## src/rtl/addx_pkg.sv

```systemverilog
`default_nettype none
// ============================================================================
// Module      : addx_pkg
// Description : Shared types and constants for the ADDX functional unit:
//               operation enum, opcode constants, FSM state enum, and the
//               custom-0 instruction encodings consumed by the decoder.
// Revision    : 1.0 - initial release
// ============================================================================
package addx_pkg;

    // Operation selector carried from issue to the unit.
    typedef enum logic [1:0] {
        ADDX_ADD  = 2'b00,   // a + b, carry dropped
        ADDX_ADDS = 2'b01,   // a + b, saturating unsigned
        ADDX_BSUM = 2'b10,   // sum of all byte lanes of a and b (iterative)
        ADDX_RSVD = 2'b11    // reserved, yields zero, never traps
    } addx_op_e;

    // Raw opcode values for code that handles op_i as plain bits.
    localparam logic [1:0] ADDX_OP_ADD  = 2'b00;
    localparam logic [1:0] ADDX_OP_ADDS = 2'b01;
    localparam logic [1:0] ADDX_OP_BSUM = 2'b10;
    localparam logic [1:0] ADDX_OP_RSVD = 2'b11;

    // Unit FSM: single-cycle ops never leave IDLE.
    typedef enum logic {
        IDLE = 1'b0,
        BSUM = 1'b1
    } addx_state_e;

    // Custom-0 instruction encodings recognised by the decoder.
    localparam logic [6:0] ADDX_OPCODE_CUSTOM0 = 7'b000_1011;
    localparam logic [6:0] ADDX_FUNCT7         = 7'b000_0100;
    localparam logic [2:0] ADDX_FUNCT3_ADD     = 3'b000;
    localparam logic [2:0] ADDX_FUNCT3_ADDS    = 3'b001;
    localparam logic [2:0] ADDX_FUNCT3_BSUM    = 3'b010;

    // True for operations that occupy the unit for more than one cycle.
    function automatic logic addx_is_iterative(input addx_op_e op);
        return (op == ADDX_BSUM);
    endfunction

endpackage
`default_nettype wire

```

## src/rtl/addx_unit.sv

```systemverilog
`default_nettype none
// ============================================================================
// Module      : addx_unit
// Description : ADDX execute-stage functional unit. Accepts one instruction
//               per cycle when idle; ADD/ADDS/reserved complete with latency
//               1, BSUM iterates one byte lane per cycle (latency NB+1).
//               Results leave on a dedicated writeback port.
// Revision    : 1.0 - initial release
//
// Ports
//   clk_i        in   1              core clock
//   rst_ni       in   1              asynchronous reset, active-low
//   flush_i      in   1              kill in-flight op, block acceptance
//   valid_i      in   1              issue presents an ADDX instruction
//   ready_o      out  1              unit can accept this cycle
//   op_i         in   2              addx_op_e
//   operand_a_i  in   XLEN           rs1 value
//   operand_b_i  in   XLEN           rs2 value
//   trans_id_i   in   TRANS_ID_BITS  scoreboard tag
//   valid_o      out  1              writeback valid, one-cycle pulse
//   result_o     out  XLEN           writeback data (held between pulses)
//   trans_id_o   out  TRANS_ID_BITS  writeback tag (held between pulses)
// ============================================================================
module addx_unit
    import addx_pkg::*;
#(
    parameter int unsigned XLEN          = 64,
    parameter int unsigned TRANS_ID_BITS = 3,
    parameter bit          ENABLE_ADDX   = 1'b1
) (
    input  logic                     clk_i,
    input  logic                     rst_ni,
    input  logic                     flush_i,
    input  logic                     valid_i,
    output logic                     ready_o,
    input  logic [1:0]               op_i,
    input  logic [XLEN-1:0]          operand_a_i,
    input  logic [XLEN-1:0]          operand_b_i,
    input  logic [TRANS_ID_BITS-1:0] trans_id_i,
    output logic                     valid_o,
    output logic [XLEN-1:0]          result_o,
    output logic [TRANS_ID_BITS-1:0] trans_id_o
);

    localparam int unsigned NB    = XLEN / 8;
    localparam int unsigned CW    = (NB > 1) ? $clog2(NB) : 1;
    localparam int unsigned ACC_W = $clog2(2 * NB * 255 + 1);

    generate
        if (ENABLE_ADDX) begin : g_addx
            addx_state_e              state_q, state_d;
            logic [XLEN-1:0]          a_q, a_d;
            logic [XLEN-1:0]          b_q, b_d;
            logic [TRANS_ID_BITS-1:0] tag_q, tag_d;
            logic [ACC_W-1:0]         acc_q, acc_d;
            logic [CW-1:0]            cnt_q, cnt_d;
            logic                     valid_q, valid_d;
            logic [XLEN-1:0]          result_q, result_d;
            logic [TRANS_ID_BITS-1:0] trans_id_q, trans_id_d;

            logic                     accept;
            addx_op_e                 op;
            logic [XLEN:0]            sum_ext;
            logic [XLEN-1:0]          a_shift;
            logic [XLEN-1:0]          b_shift;
            logic [8:0]               lane_sum;
            logic [ACC_W-1:0]         acc_next;

            assign op      = addx_op_e'(op_i);
            assign ready_o = (state_q == IDLE);
            assign accept  = valid_i & ready_o & ~flush_i;

            // Full-width add with carry-out kept for the saturating variant.
            assign sum_ext = {1'b0, operand_a_i} + {1'b0, operand_b_i};

            // Current byte lane of each latched operand, selected by cnt.
            assign a_shift  = a_q >> {cnt_q, 3'b000};
            assign b_shift  = b_q >> {cnt_q, 3'b000};
            assign lane_sum = {1'b0, a_shift[7:0]} + {1'b0, b_shift[7:0]};
            assign acc_next = acc_q + ACC_W'(lane_sum);

            always_comb begin
                state_d    = state_q;
                a_d        = a_q;
                b_d        = b_q;
                tag_d      = tag_q;
                acc_d      = acc_q;
                cnt_d      = cnt_q;
                valid_d    = 1'b0;
                result_d   = result_q;
                trans_id_d = trans_id_q;

                case (state_q)
                    IDLE: begin
                        if (accept) begin
                            if (addx_is_iterative(op)) begin
                                state_d = BSUM;
                                a_d     = operand_a_i;
                                b_d     = operand_b_i;
                                tag_d   = trans_id_i;
                                acc_d   = '0;
                                cnt_d   = '0;
                            end else begin
                                valid_d    = 1'b1;
                                trans_id_d = trans_id_i;
                                case (op)
                                    ADDX_ADD:  result_d = sum_ext[XLEN-1:0];
                                    ADDX_ADDS: result_d = sum_ext[XLEN] ? '1
                                                                        : sum_ext[XLEN-1:0];
                                    default:   result_d = '0;
                                endcase
                            end
                        end
                    end

                    BSUM: begin
                        if (flush_i) begin
                            // Killed op: return to idle without a writeback.
                            state_d = IDLE;
                            acc_d   = '0;
                            cnt_d   = '0;
                        end else if (cnt_q == CW'(NB - 1)) begin
                            // Last lane folds straight into the result.
                            state_d    = IDLE;
                            valid_d    = 1'b1;
                            result_d   = XLEN'(acc_next);
                            trans_id_d = tag_q;
                            acc_d      = '0;
                            cnt_d      = '0;
                        end else begin
                            acc_d = acc_next;
                            cnt_d = cnt_q + 1'b1;
                        end
                    end

                    default: state_d = IDLE;
                endcase
            end

            always_ff @(posedge clk_i or negedge rst_ni) begin
                if (!rst_ni) begin
                    state_q    <= IDLE;
                    a_q        <= '0;
                    b_q        <= '0;
                    tag_q      <= '0;
                    acc_q      <= '0;
                    cnt_q      <= '0;
                    valid_q    <= 1'b0;
                    result_q   <= '0;
                    trans_id_q <= '0;
                end else begin
                    state_q    <= state_d;
                    a_q        <= a_d;
                    b_q        <= b_d;
                    tag_q      <= tag_d;
                    acc_q      <= acc_d;
                    cnt_q      <= cnt_d;
                    valid_q    <= valid_d;
                    result_q   <= result_d;
                    trans_id_q <= trans_id_d;
                end
            end

            assign valid_o    = valid_q;
            assign result_o   = result_q;
            assign trans_id_o = trans_id_q;
        end else begin : g_no_addx
            // Unit absent: never ready, never writes back, holds no state.
            logic unused_inputs;
            assign unused_inputs = ^{clk_i, rst_ni, flush_i, valid_i, op_i,
                                     operand_a_i, operand_b_i, trans_id_i};
            assign ready_o    = 1'b0;
            assign valid_o    = 1'b0;
            assign result_o   = '0;
            assign trans_id_o = '0;
        end
    endgenerate

endmodule
`default_nettype wire
```

## config.mk

```make
export PLATFORM = sky130hd
export DESIGN_NAME = addx_unit
export DESIGN_NICKNAME = d
export VERILOG_FILES = /design/src/rtl/addx_pkg.sv /design/src/rtl/addx_unit.sv
export SDC_FILE = /design/constraint.sdc
export NUM_CORES = 1
export LEC_CHECK = 0
export BUFFER_PORTS_ARGS = -buffer_cell sky130_fd_sc_hd__buf_4
export CAP_MARGIN = 20
export CELL_PAD_IN_SITES_DETAIL_PLACEMENT = 0
export CELL_PAD_IN_SITES_GLOBAL_PLACEMENT = 2
export CORE_MARGIN = 1.5
export CORE_UTILIZATION = 38
export CTS_BUF_LIST = sky130_fd_sc_hd__clkbuf_8
export DETAILED_ROUTE_END_ITERATION = 8
export HOLD_SLACK_MARGIN = 0.15
export PLACE_DENSITY_LB_ADDON = 0.1
export REMOVE_ABC_BUFFERS = 1
export SYNTH_ARGS = -nofsm -noshare
export SYNTH_HDL_FRONTEND = slang
export SYNTH_SLANG_ARGS = --single-unit
```

## constraint.sdc

```tcl
create_clock -name clk_i -period 11.83 [get_ports clk_i]
set_input_delay 3.549 -clock clk_i [delete_from_list [all_inputs] [get_ports clk_i]]
set_output_delay 3.549 -clock clk_i [all_outputs]
set_load 0.005 [all_outputs]
```

Word level (Yosys, flattened, before mapping)
Index checks and enable logic that the tools add are counted.
{"block": "word_totals", "ff_bits": 215, "out_inout_bits": 69, "elab_cells": 63}
{"block": "op_classes", "n_addsub": 4, "eq_ne": 8, "shifts": 2, "muxes": 32, "bitwise": 4, "reduce_logical": 4}
{"op": "$mux W64", "count": 5}
{"op": "$pmux W64 S2", "count": 2}
{"op": "$shr A64 B6 Y8", "count": 2}
{"op": "$add A64 B64 Y65", "count": 1}
{"op": "$mux W12", "count": 4}
{"op": "$mux W3", "count": 8}
{"op": "$pmux W12 S2", "count": 1}
{"op": "$add A12 B9 Y12", "count": 1}
{"op": "$pmux W3 S2", "count": 2}
{"op": "$add A8 B8 Y9", "count": 1}
{"op": "$mux W1", "count": 8}
{"op": "$ne A2 B1 Y1 const B", "count": 3}
{"op": "$ne A2 B2 Y1 const B", "count": 2}
{"op": "$pmux W1 S2", "count": 2}
{"op": "$reduce_and A4 Y1", "count": 1}
{"op": "$add A3 B1 Y3 const B", "count": 1}
{"op": "$eq A3 B3 Y1 const B", "count": 1}
{"op": "$reduce_and A3 Y1", "count": 1}
{"op": "$and A1 B1 Y1", "count": 2}
{"op": "$eq A2 B1 Y1 const B", "count": 1}
{"op": "$eq A2 B2 Y1 const B", "count": 1}
{"op": "$logic_not A2 Y1", "count": 1}
{"op": "$not A1 Y1", "count": 2}
{"op": "$reduce_and A2 Y1", "count": 1}

Longest topological paths before layout
{"block": "depth", "word_depth": 6, "ltp_mapped": 18}

Least setup slack after synthesis
OpenSTA, ideal clock, no wires.
{"block": "synth_path", "kind": "input -> register", "startpoint": "input operand_a_i[0]", "endpoint": "register g_addx.result_q[60], in the netlist result_o[60]", "arrival_time_ns": 5.994, "slack_ns": 5.705, "path_stages": 13, "path_buffers": 0, "path_cell_list": "ha_1 inv_1 fa_1 nand2b_1 a21o_1 a31oi_1 a311o_1 a211o_1 a211oi_2 o21a_1 or4_1 nand3_1 a21oi_1"}
{"block": "synth_between", "elab_chain_len": 6}
{"item": "start, declared", "line": "addx_unit.sv:37", "text": "input logic [XLEN-1:0] operand_a_i,"}
{"item": "$add A64 B64 Y65 (*)", "line": "addx_unit.sv:74", "text": "assign sum_ext = {1'b0, operand_a_i} + {1'b0, operand_b_i};"}
{"item": "$mux W64", "line": "addx_unit.sv:108", "text": "ADDX_ADDS: result_d = sum_ext[XLEN] ? '1"}
{"item": "$pmux W64 S2 (*)", "line": "addx_unit.sv:106", "text": "case (op)"}
{"item": "$mux W64 (*)", "line": "addx_unit.sv:96", "text": "if (addx_is_iterative(op)) begin"}
{"item": "$mux W64 (*)", "line": "addx_unit.sv:95", "text": "if (accept) begin"}
{"item": "$pmux W64 S2 (*)", "line": "addx_unit.sv:93", "text": "case (state_q)"}
{"item": "end signal, assigned", "line": "addx_unit.sv:159", "text": "result_q <= result_d;"}
{"item": "end, declared", "line": "addx_unit.sv:58", "text": "logic [XLEN-1:0] result_q, result_d;"}
Mark *: on every way between the ends. The rest lies on a longest branch, timed or not. The select of a mux whose other input is x is not followed.
A chain may end at the register's enable or synchronous reset.

Worst setup path after layout
{"block": "layout_path", "startpoint": "input operand_a_i[0]", "endpoint": "register g_addx.result_q[61], in the netlist result_o[61]"}
Same word-level chain as after synthesis.

==> run metrics <==
fmax 149 MHz; Hold Crit Class flop to flop; min-delay src result_o[14]; synthesized area per cell 8.53 sq um; Critical Path Max Stage Delay 0.52 ns; Final Max Tran Viols 0; initial antenna violation count 0; Post-CTS Setup Inserts 0; fillers 3501; RR Endpoint g_addx.acc_q[11]; Yosys top cell by area dfrtp_1; Num CTS Buffers 42; critical-path cell list buf_4, ha_1, inv_1, fa_1, nand2b_1, a21o_1, a31oi_1, a311o_1, a211o_1, a211oi_2, o211a_4, nor2_4, buf_4, nand2_1, o211ai_1; worst skew pair latency 0.61 ns; TNS Setup 0 ns; GRT Residual Overflow 0; count of final hold-check violations 0; R2R Path Start g_addx.cnt_q[1]; top cells by area, synth dfrtp_1 (40%), nand2_1 (15%), ha_1 (6.9%); Avg WL per Cell 21.2 microns; clk sinks 215; vias post-DR 12.1k; CP Launch Point operand_a_i[0]; P&R area growth vs syn 20.8%; Initial Utilization 38.8%; core area 34700 sq um; die footprint 36600 sq um; n_diodes 0; Required @ worst endpoint 12.35 ns; Seq/Total Area, Yosys 39.9%; grt met1 use 36.1%; Worst Hold Depth 2; setup ws final 5.14 ns; leakage power 8.17 nW; Worst setup SP type input port; 1st-pass router iterations 5; wirelength, routed 47.3 mm; synthesis-stage register bit count 215; Tcrit/Tclk final 56.5%; pre-CTS WS 4.51 ns; ys async rst share 100%; most numerous cell in the Yosys netlist nand2_1; Synth Flop Type dfrtp_1; outcome completed; Vias/cell 5.44; share of cells above drive strength 1 19.5%; Slew @ Worst Pin 1.08 ns; hpwl dp 35.3 mm; Placement Rows 68; io pins 206; unrepaired setup endpoints after global routing false; number of max-cap violations 0; drt initial violations 803; Pwr Density 175 nW/um^2; yosys warns 0; level count of the clock H-tree 2; # nets final 1966; Post-route DRC 0; crit end category flop; VDD IR max 103 uV; Final Util 46.9%; reg2reg setup slack 6.97 ns; overall routing resource usage 26.3%; final hold slack 0.465 ns; Crit Path Class input port to flop; Mapped Cells 1579; share of the synthesized area in the top cell type 39.9%; pin count of the biggest net entering global routing 137; Die Wd 191 microns; met2 GRT Util 42.3%; Clock Skew 0.0179 ns; most used routing layer met2; port bufs 205; clock-pin slew on the worst setup and hold paths 0.07 ns; crit-path max FO 55; Final Critical Period 6.69 ns; ANT nets after route 0; Clock Tree Buf Depth 3; Post-CTS Hold Buffers 0; PostCTS Resize Cnt 0; FF-to-FF path depth 17; Crit-path slowest cell buf_4; M3 GR Usage 3.80%; top cells by count, synth nand2_1 (549), dfrtp_1 (215), a21oi_1 (95); post-synthesis cell area 13500 sq um; Root Buffer clkbuf_8; TritonCTS clock tree done; Die H 191 microns; vias in the first global route 12.1k; worst hold endpoint result_o[14]; number of synthesized flops with an enable pin 0; first-pass GRT wire length 72.5 mm; Power Total 2.85 mW; CP dominant cell by count buf_4; Distinct cells, synth 63; Slew HR 28.2%; RePlAce Congestion 0.902; final setup fails 0; crit path DAT 7.21 ns
## worst max-delay path by stage
stage / slack, ns / depth (start not counted) / to
finish: 5.14 / 15 / result_o[61]
global route: 4.94 / 15 / result_o[59]
CTS: 5.17 / 15 / result_o[61]
detailed placement: 4.51 / 15 / result_o[61]
global placement: 4.57 / 15 / result_o[61]
floorplan: 3.55 / 7 / result_o[61]
## power by group
group	switching, mW	internal (mW)
Combinational	0.533	0.445
Sequential	0.108	0.899
Clock	0.359	0.508
## flip-flops by register name, summed over array words and instances, names as in the netlist
register and flops:
g_addx.a_q 64, g_addx.acc_q 12, g_addx.b_q 64, g_addx.cnt_q 3, g_addx.state_q 1, g_addx.tag_q 3
result_o 64, trans_id_o 3, valid_o 1
## cell families after synthesis
logic type / count (synthesis) / share of synthesized area [%]
muxes: 51 / 6.91
buffers and inverters: 119 / 3.52
xor gates and xnor gates: 67 / 4.36
adders and majority gates: 84 / 8.36
DFF: 215 / 39.9
AOI/OAI and AO/OA: 345 / 15.8
and+or+nand+nor: 698 / 21.1
## layer usage
metal / part of all wire [%] / up-vias
li1: - / 5769
met1: 45 / 5950
met2: 47 / 336
met3: 5.0 / 80
met4: 3.0 / 0
met5: 0 / -
## cell usage in the layout, fill, tap and decap left out, drive strengths merged, types with 3 or more instances in the layout
master,n
nand2,549
dfrtp,215
buf,215
o21ai,111
a21oi,95
ha,74
clkbuf,59
nor2,52
xnor2,44
a21o,42
inv,33
mux4,32
nand4,24
xor2,23
o211ai,20
nand3,19
mux2,16
a31oi,11
fa,10
nor3,10
or3,9
a22o,9
o21bai,7
o21a,7
nand2b,7
a211oi,7
nor2b,6
a21boi,6
nor4,6
and2,5
a21bo,4
and3,4
clkinv,4
o221ai,3
o2111ai,3
mux2i,3
bufinv,3
## per-stage QoR
stage	cell area [sq um]	cells
after floorplan	13100	1486
after global placement	15300	2156
after detailed placement	15300	2156
after CTS	16300	2230
after global routing	16300	2230
final	16300	2230
## layout make-up
class	count	area, sq um	area share (%)
clock buffer	59	812	4.99
timing repair buffer	215	1620	9.96
clock inverter	15	151	0.930
multi-input combinational	1245	7640	47.0
inverter	26	97.6	0.600
sequential	215	5380	33.1
tap	455	569	3.50
## critical path, delay by kind of cell
family / cells / cell delay, ns
and+or+nand+nor: 3 / 0.61
buffers and inverters: 3 / 0.67
AOI/OAI and AO/OA: 7 / 1.76
adders and majority gates: 2 / 0.57
No activity file was read; power rests on OpenSTA's default activity.
